$ cat src/rtl/lagarto_trap_controller.sv
// lagarto_trap_controller: machine-mode trap controller for the Lagarto core.
// Owns the M-mode trap CSRs, serves CSR requests, and drives flush/redirect
// on trap entry and mret.
// Optional feature macro: LAGARTO_TRAP_VECTORED_EN (vectored interrupt targets
// through a writable mtvec.MODE field; when undefined MODE reads 00).

module lagarto_trap_controller #(
  parameter int unsigned     XLEN              = 64,
  parameter int unsigned     NUM_INTERRUPTS    = 16,
  parameter logic [XLEN-1:0] TRAP_VECTOR_RESET = 'h0000_1000
) (
  input  logic                      clock_i,
  input  logic                      reset_i,
  input  logic [XLEN-1:0]           program_counter_i,
  input  logic                      instruction_retired_i,
  input  logic                      exception_valid_i,
  input  logic [XLEN-2:0]           exception_cause_i,
  input  logic [XLEN-1:0]           exception_tval_i,
  input  logic [NUM_INTERRUPTS-1:0] interrupt_lines_i,
  input  logic                      mret_i,
  input  logic                      csr_valid_i,
  input  logic [1:0]                csr_command_i,
  input  logic [11:0]               csr_address_i,
  input  logic [XLEN-1:0]           csr_write_data_i,
  output logic                      csr_ready_o,
  output logic [XLEN-1:0]           csr_read_data_o,
  output logic                      csr_read_data_valid_o,
  output logic                      csr_illegal_o,
  output logic                      flush_pipeline_o,
  output logic                      redirect_valid_o,
  output logic [XLEN-1:0]           redirect_pc_o
);

  localparam int unsigned IDX_W = (NUM_INTERRUPTS > 1) ? $clog2(NUM_INTERRUPTS) : 1;

  localparam logic [11:0] ADDR_MSTATUS  = 12'h300;
  localparam logic [11:0] ADDR_MIE      = 12'h304;
  localparam logic [11:0] ADDR_MTVEC    = 12'h305;
  localparam logic [11:0] ADDR_MSCRATCH = 12'h340;
  localparam logic [11:0] ADDR_MEPC     = 12'h341;
  localparam logic [11:0] ADDR_MCAUSE   = 12'h342;
  localparam logic [11:0] ADDR_MTVAL    = 12'h343;
  localparam logic [11:0] ADDR_MIP      = 12'h344;

  localparam logic [1:0] CMD_READ  = 2'b00;
  localparam logic [1:0] CMD_WRITE = 2'b01;

  typedef enum logic [2:0] {
    S_RESET,
    S_IDLE,
    S_WAIT_FOR_RETIRE,
    S_TAKE_TRAP,
    S_RETURN,
    S_CSR_ACCESS
  } state_t;

  state_t state;

  // Architectural CSR storage (only the implemented bits are kept)
  logic                      mstatus_mie;
  logic                      mstatus_mpie;
  logic [NUM_INTERRUPTS-1:0] mie_q;
  logic [NUM_INTERRUPTS-1:0] mip_q;
  logic [XLEN-3:0]           mtvec_base;
  logic [1:0]                mtvec_mode;
  logic [XLEN-1:0]           mscratch;
  logic [XLEN-1:0]           mepc;
  logic [XLEN-1:0]           mcause;
  logic [XLEN-1:0]           mtval;

  // Latched CSR request, consumed in CSR_ACCESS
  logic [1:0]                req_cmd;
  logic [11:0]               req_addr;
  logic [XLEN-1:0]           req_data;

  logic [NUM_INTERRUPTS-1:0] pending_vec;
  logic                      irq_pending;
  logic [IDX_W-1:0]          irq_index;
  logic                      take_exception;
  logic [XLEN-1:0]           mstatus_value;
  logic [XLEN-1:0]           trap_base;
  logic [XLEN-1:0]           interrupt_target;
  logic                      csr_known;
  logic [XLEN-1:0]           csr_value;
  logic                      csr_illegal_next;
  logic [XLEN-1:0]           csr_new_value;
  logic                      csr_do_write;

`ifdef LAGARTO_TRAP_VECTORED_EN
  logic [1:0] mtvec_mode_q;
  assign mtvec_mode = mtvec_mode_q;
`else
  assign mtvec_mode = 2'b00;
`endif

  assign trap_base = {mtvec_base, 2'b00};

  // Pick the highest-index enabled pending interrupt line
  always_comb begin
    pending_vec = mip_q & mie_q;
    irq_pending = (|pending_vec) & mstatus_mie;
    irq_index   = '0;
    for (int k = 0; k < NUM_INTERRUPTS; k++) begin
      if (pending_vec[k]) irq_index = IDX_W'(k);
    end
  end

  assign take_exception = exception_valid_i &
                          ((state == S_IDLE) || (state == S_WAIT_FOR_RETIRE));

  assign csr_ready_o = (state == S_IDLE) & ~exception_valid_i & ~mret_i & ~irq_pending;

  // Interrupt target: BASE, or BASE + 4*index when vectored mode is selected
  always_comb begin
    interrupt_target = trap_base;
    if (mtvec_mode == 2'b01) begin
      interrupt_target = trap_base + (XLEN'(irq_index) << 2);
    end
  end

  // Compose mstatus; MPP is hardwired to machine mode
  always_comb begin
    mstatus_value        = '0;
    mstatus_value[3]     = mstatus_mie;
    mstatus_value[7]     = mstatus_mpie;
    mstatus_value[12:11] = 2'b11;
  end

  // Read mux for the incoming request address, with legality decode
  always_comb begin
    csr_known = 1'b1;
    csr_value = '0;
    case (csr_address_i)
      ADDR_MSTATUS:  csr_value = mstatus_value;
      ADDR_MIE:      csr_value = XLEN'(mie_q);
      ADDR_MTVEC:    csr_value = {mtvec_base, mtvec_mode};
      ADDR_MSCRATCH: csr_value = mscratch;
      ADDR_MEPC:     csr_value = mepc;
      ADDR_MCAUSE:   csr_value = mcause;
      ADDR_MTVAL:    csr_value = mtval;
      ADDR_MIP:      csr_value = XLEN'(mip_q);
      default:       csr_known = 1'b0;
    endcase
    csr_illegal_next = ~csr_known |
                       ((csr_address_i == ADDR_MIP) && (csr_command_i != CMD_READ));
  end

  // New CSR value from the old value held on the read-data register
  always_comb begin
    csr_new_value = csr_read_data_o;
    case (req_cmd)
      2'b01:   csr_new_value = req_data;
      2'b10:   csr_new_value = csr_read_data_o | req_data;
      2'b11:   csr_new_value = csr_read_data_o & ~req_data;
      default: csr_new_value = csr_read_data_o;
    endcase
    csr_do_write = (req_cmd == CMD_WRITE) | (req_cmd[1] & (req_data != '0));
  end

  // Trap FSM with registered outputs and all CSR state updates
  always_ff @(posedge clock_i) begin
    if (reset_i) begin
      state                 <= S_RESET;
      mstatus_mie           <= 1'b0;
      mstatus_mpie          <= 1'b0;
      mie_q                 <= '0;
      mip_q                 <= '0;
      mtvec_base            <= TRAP_VECTOR_RESET[XLEN-1:2];
`ifdef LAGARTO_TRAP_VECTORED_EN
      mtvec_mode_q          <= 2'b00;
`endif
      mscratch              <= '0;
      mepc                  <= '0;
      mcause                <= '0;
      mtval                 <= '0;
      req_cmd               <= CMD_READ;
      req_addr              <= '0;
      req_data              <= '0;
      csr_read_data_o       <= '0;
      csr_read_data_valid_o <= 1'b0;
      csr_illegal_o         <= 1'b0;
      flush_pipeline_o      <= 1'b0;
      redirect_valid_o      <= 1'b0;
      redirect_pc_o         <= '0;
    end else begin
      mip_q                 <= interrupt_lines_i;
      csr_read_data_o       <= '0;
      csr_read_data_valid_o <= 1'b0;
      csr_illegal_o         <= 1'b0;
      flush_pipeline_o      <= 1'b0;
      redirect_valid_o      <= 1'b0;
      redirect_pc_o         <= '0;

      if (take_exception) begin
        mcause           <= {1'b0, exception_cause_i};
        mepc             <= {program_counter_i[XLEN-1:2], 2'b00};
        mtval            <= exception_tval_i;
        flush_pipeline_o <= 1'b1;
        redirect_valid_o <= 1'b1;
        redirect_pc_o    <= trap_base;
        state            <= S_TAKE_TRAP;
      end else begin
        case (state)
          S_RESET: state <= S_IDLE;

          S_IDLE: begin
            if (mret_i) begin
              flush_pipeline_o <= 1'b1;
              redirect_valid_o <= 1'b1;
              redirect_pc_o    <= mepc;
              state            <= S_RETURN;
            end else if (irq_pending) begin
              state <= S_WAIT_FOR_RETIRE;
            end else if (csr_valid_i) begin
              req_cmd               <= csr_command_i;
              req_addr              <= csr_address_i;
              req_data              <= csr_write_data_i;
              csr_read_data_o       <= csr_illegal_next ? '0 : csr_value;
              csr_read_data_valid_o <= 1'b1;
              csr_illegal_o         <= csr_illegal_next;
              state                 <= S_CSR_ACCESS;
            end
          end

          S_WAIT_FOR_RETIRE: begin
            if (!irq_pending) begin
              state <= S_IDLE;
            end else if (instruction_retired_i) begin
              mcause           <= {1'b1, (XLEN-1)'(irq_index)};
              mepc             <= {program_counter_i[XLEN-1:2] + 1'b1, 2'b00};
              mtval            <= '0;
              flush_pipeline_o <= 1'b1;
              redirect_valid_o <= 1'b1;
              redirect_pc_o    <= interrupt_target;
              state            <= S_TAKE_TRAP;
            end
          end

          S_TAKE_TRAP: begin
            mstatus_mpie <= mstatus_mie;
            mstatus_mie  <= 1'b0;
            state        <= S_IDLE;
          end

          S_RETURN: begin
            mstatus_mie  <= mstatus_mpie;
            mstatus_mpie <= 1'b1;
            state        <= S_IDLE;
          end

          S_CSR_ACCESS: begin
            if (!csr_illegal_o && csr_do_write) begin
              case (req_addr)
                ADDR_MSTATUS: begin
                  mstatus_mie  <= csr_new_value[3];
                  mstatus_mpie <= csr_new_value[7];
                end
                ADDR_MIE:      mie_q <= csr_new_value[NUM_INTERRUPTS-1:0];
                ADDR_MTVEC: begin
                  mtvec_base <= csr_new_value[XLEN-1:2];
`ifdef LAGARTO_TRAP_VECTORED_EN
                  if (!csr_new_value[1]) mtvec_mode_q <= csr_new_value[1:0];
`endif
                end
                ADDR_MSCRATCH: mscratch <= csr_new_value;
                ADDR_MEPC:     mepc     <= {csr_new_value[XLEN-1:2], 2'b00};
                ADDR_MCAUSE:   mcause   <= csr_new_value;
                ADDR_MTVAL:    mtval    <= csr_new_value;
                default:       ;
              endcase
            end
            state <= S_IDLE;
          end

          default: state <= S_IDLE;
        endcase
      end
    end
  end

endmodule
$ cat config.mk
export PLATFORM = sky130hd
export DESIGN_NAME = lagarto_trap_controller
export DESIGN_NICKNAME = d
export VERILOG_FILES = /design/src/rtl/lagarto_trap_controller.sv
export SDC_FILE = /design/constraint.sdc
export NUM_CORES = 1
export LEC_CHECK = 0
export CORE_MARGIN = 2
export CORE_UTILIZATION = 40
export DETAILED_ROUTE_END_ITERATION = 12
export PLACE_DENSITY = 0.69
export SLEW_MARGIN = 20
export SYNTH_ARGS = -nofsm -noshare
export SYNTH_HDL_FRONTEND = slang
export SYNTH_SLANG_ARGS = --single-unit
$ cat constraint.sdc
create_clock -name clock_i -period 3.3 [get_ports clock_i]
set_input_delay 0.825 -clock clock_i [delete_from_list [all_inputs] [get_ports clock_i]]
set_output_delay 0.825 -clock clock_i [all_outputs]
set_load 0.01 [all_outputs]
-- Word level (Yosys, flattened, before mapping)
Cells that the tools add are included.
- register bits: 564
- logic and storage cells: 168
- input port bits: 291
- output and inout bits: 133
- $add $sub $neg: 1
- muxes and demuxes: 60
- reductions and logical operators: 27
- bitwise operators: 19
- equality and inequality tests: 39
- operators with widths (cell ; count):
    2-to-1 mux 64 bit ; 18
    one-hot mux 64 bit (2 select lines) ; 4
    one-hot mux 64 bit (8 select lines) ; 1
    one-hot mux 64 bit (3 select lines) ; 1
    equality test 12 x 10 -> 1 bit, second input constant ; 15
    bitwise AND 64 bit ; 1
    NOT 64 bit ; 1
    bitwise OR 64 bit ; 1
    nonzero test 64 bit ; 1
    2-to-1 mux 63 bit ; 1
    adder 62 x 1 -> 62 bit, second input constant ; 1
    2-to-1 mux 4 bit ; 14
    AND reduction 5 bit ; 6
    bitwise AND 16 bit ; 1
    AND reduction 4 bit ; 4
    OR reduction 16 bit ; 1
    2-to-1 mux 3 bit ; 5
    != test 3 bit, second input constant ; 5
    2-to-1 mux 1 bit ; 11
    != test 4 bit, second input constant ; 2
    OR reduction 8 bit ; 1
    NOT 1 bit ; 7
    OR reduction 7 bit ; 1
    bitwise AND 1 bit ; 6
    23 further kinds ; 37

-- Longest topological paths before layout
Gate-level depths: netlist of run 1.
- depth after elaboration: 20
- mapped depth: 10
- depth with buffers taken out: 7

-- Least setup slack after synthesis of run 1
No wires, ideal clock.
- path type: input to register
- start: in exception_valid_i
- end: reg mtval[54]
- stages: 9
- slack: 231 ps
- arrival time: 2948 ps
- library setup time: 121 ps
- path buffers: 4
- required time: 3179 ps
- cells stage by stage: clkbuf_1 -> nor2b_1 -> a21oi_1 -> and2_0 -> clkbuf_1 -> or4b_1 -> buf_2 -> buf_2 -> mux2_2
- cells in the longest elaborated chain, start to end: 3
- elaborated cells on any way between the ends: 8
- those cells by class: eq/ne: 4; mux: 1; bitwise: 1; reduce/logical: 2
- ends and longest elaborated chain (what ; line ; text):
    start: declaration ; 16 ; input logic exception_valid_i,
    bitwise AND 1 bit * ; 108 ; assign take_exception = exception_valid_i &
    != test 3 bit (no line) or nonzero test 3 bit (tied branches) ; -- ;
    AND reduction 5 bit (no line) ; -- ;
    end signal: assignment ; 197 ; mtval <= exception_tval_i;
    end signal: assignment ; 268 ; ADDR_MTVAL: mtval <= csr_new_value;
    end: declaration ; 69 ; logic [XLEN-1:0] mtval;
Every way passes the cells marked *; elsewhere a longest branch is shown, timed or not.
A chain may end at the register's enable or synchronous reset.

-- Worst setup path after layout of run 1
- start: reg mie_q[15]
- end: out csr_ready_o
- cells in the longest elaborated chain, start to end: 5
- ends and longest elaborated chain (what ; line ; text):
    start: declaration ; 62 ; logic [NUM_INTERRUPTS-1:0] mie_q;
    start signal: assignment ; 258 ; ADDR_MIE: mie_q <= csr_new_value[NUM_INTERRUPTS-1:0];
    bitwise AND 16 bit ; 100 ; pending_vec = mip_q & mie_q;
    OR reduction 16 bit ; 101 ; irq_pending = (|pending_vec) & mstatus_mie;
    bitwise AND 1 bit ; 101 ;
    NOT 1 bit (no line) ; -- ;
    bitwise AND 1 bit ; 111 ; assign csr_ready_o = (state == S_IDLE) & ~exception_valid_i & ~mret_i & ~irq_pending;
    end: declaration ; 25 ; output logic csr_ready_o,
Every way passes these cells.

==> results.yml, run 1 <==
timing:
  rsz0062_at_grt: "no"
  period_share_pct: 95.92
  whs_ns: 0.4504
  finalHoldViolations: 0
  drv_slew: 0
  max_freq_mhz: 315.9
  post-route-min-period_ns: 3.165
  worstMarginPinSlew_ns: 0.9583
  slew_headroom_pct: 35.53
  setup_viol: 0
  worst_clock_skew_ns: 0.02812
clock_network:
  htreeDepth: 2
  clock_latency_ns: 0.65
  clk_pin_slew_ns: 0.06
  cts.sinks: 560
  cts_buffers: 61
  cts_tree: "yes"
  cts-root-buf: "clkbuf_16"
  clockBufferDepth: 3
  hold_buffers: 0
synthesis:
  synth_ff_type: "dfxtp_1"
  yosysMostFrequentCell: "nand2_1"
  ys_types: 75
  async_flop_share_pct: 0
  yosysSeqAreaShare_pct: 42.14
  synth_edf_count: 0
  synthTopCellsByCount: "nand2_1, dfxtp_1, a21oi_1, clkbuf_1, nor2b_1"
  ys_ff_latch: 560
  synth.avg_cell_area_um2: 8.113
  netlist_instances: 3279
  synth_largest_area_cell: "dfxtp_1"
  syn_area_um2: 26600
  netlist.area_leader.share_pct: 42.14
  yosysWarningCount: 0
  synth.area.top_cells: "dfxtp_1, nand2_1, a21oi_1"
place:
  port_buffers: 419
  gp_congestion: 0.9304
  dp_hpwl_um: 75560
drt:
  drc: 0
  vias: 27890
  post_drt_wl_per_cell_um: 23.73
  routed_via_density: 5.998
  ant_nets: 0
  totalWireLength_um: 110400
  drtPass1Iterations: 9
  dr.first_iter.drc_count: 3990
floorplanning:
  fp.dieW_um: 261.9
  die_h_um: 261.9
  core_area_um2: 65750
  io_pins: 424
  initial_utilization_pct: 40.46
  std_cell_rows: 94
  dieArea_um2: 68590
global_route:
  first_global_vias: 26010
  antenna_found_initial: 5
  overflow: 0
  grt_max_degree: 152
  grt_pass1_wl_um: 160600
  grtUsageTotal_pct: 30.81
outcome:
  outcome: "finished, final reports clean"
run:
  drv_cap: 0
critical_path:
  crit_type: "flip-flop to output pin"
  startpoint_type: "flip-flop"
  crit_path_max_fanout: 4
  required_ns: 2.47
  crit_chain: "a22oi_2, nand4_1, o21ai_2, and2_4, dlygate4sd2_1"
  slowest_delay_ns: 0.35
  crit_buf_inv: 1
  worst_path_dominant_cell_family: "compound AO/OA/AOI/OAI gates"
  cp-end-kind: "output pin"
  worst_path_max_delay_cell: "dfxtp_1"
  cp.arrival_ns: 2.34
cells_and_area:
  fin_util_pct: 53.92
  fin_nets: 4028
  fill_cells: 6015
  area_delta_synth_final_pct: 33.26
  final_layout_size_suffix_gt1_share_pct: 13.53
  multi_input_area_um2: 14480
  regArea_um2: 11220
pwr:
  peakVddDrop_mv: 0.4443
  p_per_area_nw_per_um2: 446.6
  total_leakage_power_nw: 12.08
worst_hold_path:
  hp-class: "flip-flop to flip-flop"
==> registers in the layout, indices dropped and copies added, names as in the netlist <==
name,flops
mip_q,16
redirect_pc_o,62
mscratch,64
state,3
mstatus_mpie,1
csr_read_data_valid_o,1
req_addr,12
mcause,64
mtval,64
req_cmd,2
redirect_valid_o,1
req_data,64
mtvec_base,62
mstatus_mie,1
mepc,62
csr_illegal_o,1
csr_read_data_o,64
mie_q,16
==> report_power, final <==
group	total (mW)	internal [mW]	switching, mW	leakage (nW)
combinational	1.83	0.851	0.976	6.57
sequential	7.06	6.92	0.141	4.53
clock	6.95	3.99	2.96	0.986
==> cell type report <==
type                    count  area share (%)
multi-input cells        2434           40.85
repair buffers            660           18.59
well taps                 864           3.049
inverters                  19          0.2012
clock buffers              88           5.051
flip-flops and latches    560           31.64
clock inverters            23          0.6071
diodes                      2         0.01412
==> stage by stage <==
stage          setup slack (ns)  setup TNS [ns]  total power, mW  instance area (µm²)  instances
2_1_floorplan            0.2312               0            7.952                26610       3280
3_3_place_gp            -0.3430          -4.960            8.980                33370       4533
3_5_place_dp            -0.3856          -9.841            8.996                33370       4533
4_1_cts                  0.1879               0            15.87                35430       4647
5_1_grt                 0.02210               0            16.27                35450       4649
6_report                 0.1348               0            15.83                35450       4650
==> final timing paths <==
path / depth (start not counted) / startpoint / end / slack (ns)
setup / recovery: 5 / mie_q[15] / csr_ready_o / 0.13
hold / removal: 2 / mscratch[14] / mscratch[14] / 0.45
setup reg to reg: 9 / req_data[17] / mcause[55] / 0.14
hold reg to reg: 2 / mscratch[14] / mscratch[14] / 0.45
==> metal layers <==
metal | vias to the layer above | GRT usage (%) | wire, µm
met3 | 308 | 5.941 | 11470
met1 | 13170 | 40.54 | 44180
met2 | 1634 | 49.25 | 49820
li1 | 12770 | - | -
met4 | 4 | 13.34 | 4876
met5 | - | 0 | 23
==> kinds of logic (layout without fill, tap and decap cells) <==
logic type | Yosys count | after routing | share of synthesized area, %
simple gates | 1281 | 1281 | 22.32
compound gates | 932 | 932 | 22.58
flops | 560 | 560 | 42.14
buf+inv | 286 | 790 | 4.158
mux | 203 | 203 | 8.240
xor+xnor | 15 | 15 | 0.4939
fa+ha+maj | 1 | 1 | 0.04702
other cells | 1 | 4 | 0.01410
==> cell usage in the layout, fill, tap and decap left out, drive strengths merged, types with 7 or more instances in the layout <==
cell             n
o311ai          13
o211ai           8
and4             8
dfxtp          560
nand4           40
a31oi           26
o21ai           81
and3            47
o311a            7
clkinv          13
mux2i           75
nor2           112
xnor2            8
a22oi           67
nor2b          148
nor4            47
inv             22
and2            10
buf            242
a211oi          53
or3              9
xor2             7
mux2           128
a21oi          460
nor3            26
or4             11
a22o            74
a311oi          10
nand2b           9
nand2          711
clkdlybuf4s50  417
a222oi          76
clkbuf          88
nand3           76
==> tightest hold or removal path: stages, from the launching register on <==
cell     delay [ns]
dfxtp_1        0.31
nand2_1        0.05
a21oi_1        0.05
==> timing repair <==
item / 4_1_cts / 5_1_grt
endpoints found under the setup margin: 1 / 0
setup buffers: 3 / 0
gates resized for setup: 10 / 0
Power figures use the tool's default switching activity.
==> run 2, diff against run 1 <==
--- a/config.mk
+++ b/config.mk
@@ -7,6 +7,7 @@
 export LEC_CHECK = 0
 export CORE_MARGIN = 2
 export CORE_UTILIZATION = 40
+export CTS_CLUSTER_DIAMETER = 30
 export DETAILED_ROUTE_END_ITERATION = 12
 export PLACE_DENSITY = 0.69
 export SLEW_MARGIN = 20
==> run 2 against run 1 <==
Register-to-register slack lost 0.04 ns. Sequential power is essentially flat. Cell count grew 2.2%. Non-clock buffer count is the same. Wire length grew 1.2%.
==> results.yml, run 2 (synthesis gave the netlist of run 1 again) <==
outcome:
  outcome: "finished, final reports clean"
critical_path:
  reg2reg_to: "mcause[54]"
  crit_type: "flip-flop to flip-flop"
  r2r_setup_slack_ns: 0.10
  crit_path_max_fanout: 13
  cp.arrival_ns: 3.74
  startpoint_type: "flip-flop"
  required_ns: 3.84
  timing.rr.start: "req_data[17]"
  rr_worst_depth: 9
  cp-end-kind: "flip-flop"
floorplanning:
  dieArea_um2: 68590
  std_cell_rows: 94
  fp.dieW_um: 261.9
  initial_utilization_pct: 40.46
  core_area_um2: 65750
  die_h_um: 261.9
  io_pins: 424
pwr:
  clkPwrFrac_pct: 58.1
  switching_power_mw: 5.056
  p_per_area_nw_per_um2: 565.5
  peakVddDrop_mv: 0.3583
  p_int_mw: 16.21
  pwr-share-seq_pct: 33.3
  p_sw_share_pct: 23.78
  total_leakage_power_nw: 13.09
  combPwrFrac_pct: 8.6
global_route:
  grtUsageTotal_pct: 31.28
  first_global_vias: 26610
  overflow: 0
  grt_max_degree: 152
  grt_pass1_wl_um: 163000
  antenna_found_initial: 5
drt:
  vias: 28320
  drtPass1Iterations: 9
  post_drt_wl_per_cell_um: 23.50
  routed_via_density: 5.956
  drc: 0
  ant_nets: 0
  dr.first_iter.drc_count: 3670
  totalWireLength_um: 111700
clock_network:
  htreeDepth: 3
  hold_buffers: 0
  clockBufferDepth: 3
  clock_latency_ns: 0.66
  cts_tree: "yes"
  cts_buffers: 116
  clk_pin_slew_ns: 0.05
  cts-root-buf: "clkbuf_16"
  cts.sinks: 560
timing:
  rsz0062_at_grt: "no"
  whs_ns: 0.4486
  finalHoldViolations: 0
  max_freq_mhz: 312.7
  period_share_pct: 96.90
  post-route-min-period_ns: 3.198
  worstMarginPinSlew_ns: 1.019
  slew_headroom_pct: 31.45
  worst_clock_skew_ns: 0.02522
  setup_viol: 0
  drv_slew: 0
  setup_ws_ns: 0.1025
  finalSetupTns_ns: 0
run:
  drv_cap: 0
place:
  dp_hpwl_um: 75560
  place_ws_ns: -0.3856
  placed_cells: 4533
  gp_congestion: 0.9304
  port_buffers: 419
cells_and_area:
  instances_no_fill: 4754
  final_common_cell: "nand2_1"
  fill_cells: 5742
  final_layout_size_suffix_gt1_share_pct: 15.77
  fin_nets: 4083
  final_cell_mix: "nand2_1, dfxtp_1, a21oi_1"
  area_delta_synth_final_pct: 41.34
worst_hold_path:
  holdPathEnd: "mscratch[14]"
  min_from: "mscratch[14]"
  hp-class: "flip-flop to flip-flop"
  min_path_cells: 2
## run 2: what timing repair did
action                     in CTS  in global routing
setup endpoints to repair       1                  0
gates resized for setup        10                  0
setup buffers                   3                  0
## run 2: final cells by class
cell class | count | area, µm² | share of cell area [%]
repair buffers | 660 | 6586 | 17.52
well taps | 864 | 1081 | 2.875
inverters | 19 | 71.32 | 0.1897
diodes | 4 | 10.01 | 0.02662
clock inverters | 69 | 983.4 | 2.616
flip-flops and latches | 560 | 11220 | 29.83
multi-input cells | 2434 | 14480 | 38.51
clock buffers | 144 | 3171 | 8.432
## run 2: power groups by stage
stage	logic (mW)	registers (mW)	clock network [mW]
4_1_cts	1.81	7.07	12.4
6_report	1.83	7.08	12.4
3_5_place_dp	1.80	7.20	0
5_1_grt	1.94	7.08	12.8
2_1_floorplan	0.802	7.15	0
3_3_place_gp	1.78	7.20	0
## run 2: critical path: stages, from the launching register on
cell and delay (ns):
dfxtp_1 0.36, nor4_1 0.73, buf_4 0.23, nand4_1 0.14
or2_2 0.38, nor3_1 0.18, buf_4 0.16, or4_2 0.20
buf_4 0.31, mux2_2 0.38
## run 2: how the worst max path moves through the flow
stage | start | end | depth (start not counted) | slack (ns)
finish | req_data[17] | mcause[54] | 9 | 0.10
global placement | program_counter_i[37] | mepc[55] | 7 | -0.34
CTS | req_data[17] | mcause[54] | 9 | 0.18
floorplan | exception_valid_i | mtval[54] | 9 | 0.23
global route | req_data[17] | mcause[58] | 9 | 0.01
detailed placement | program_counter_i[37] | mepc[55] | 7 | -0.39
## run 2: per-stage QoR
stage	power [mW]	util, %	instance area, µm²
3_3_place_gp	8.980	50.76	33370
4_1_cts	21.28	57.16	37580
5_1_grt	21.78	57.18	37590
6_report	21.26	57.19	37600
2_1_floorplan	7.952	-	26610
3_5_place_dp	8.996	50.76	33370
## run 2: metal layers
layer  wire length [µm]  vias to the layer above  GRT usage (%)
li1                   -                    12940              -
met1              44830                    13420          40.76
met2              50550                     1659          49.71
met3              11630                      299          6.337
met4               4647                        4          14.69
met5                 50                        -              0
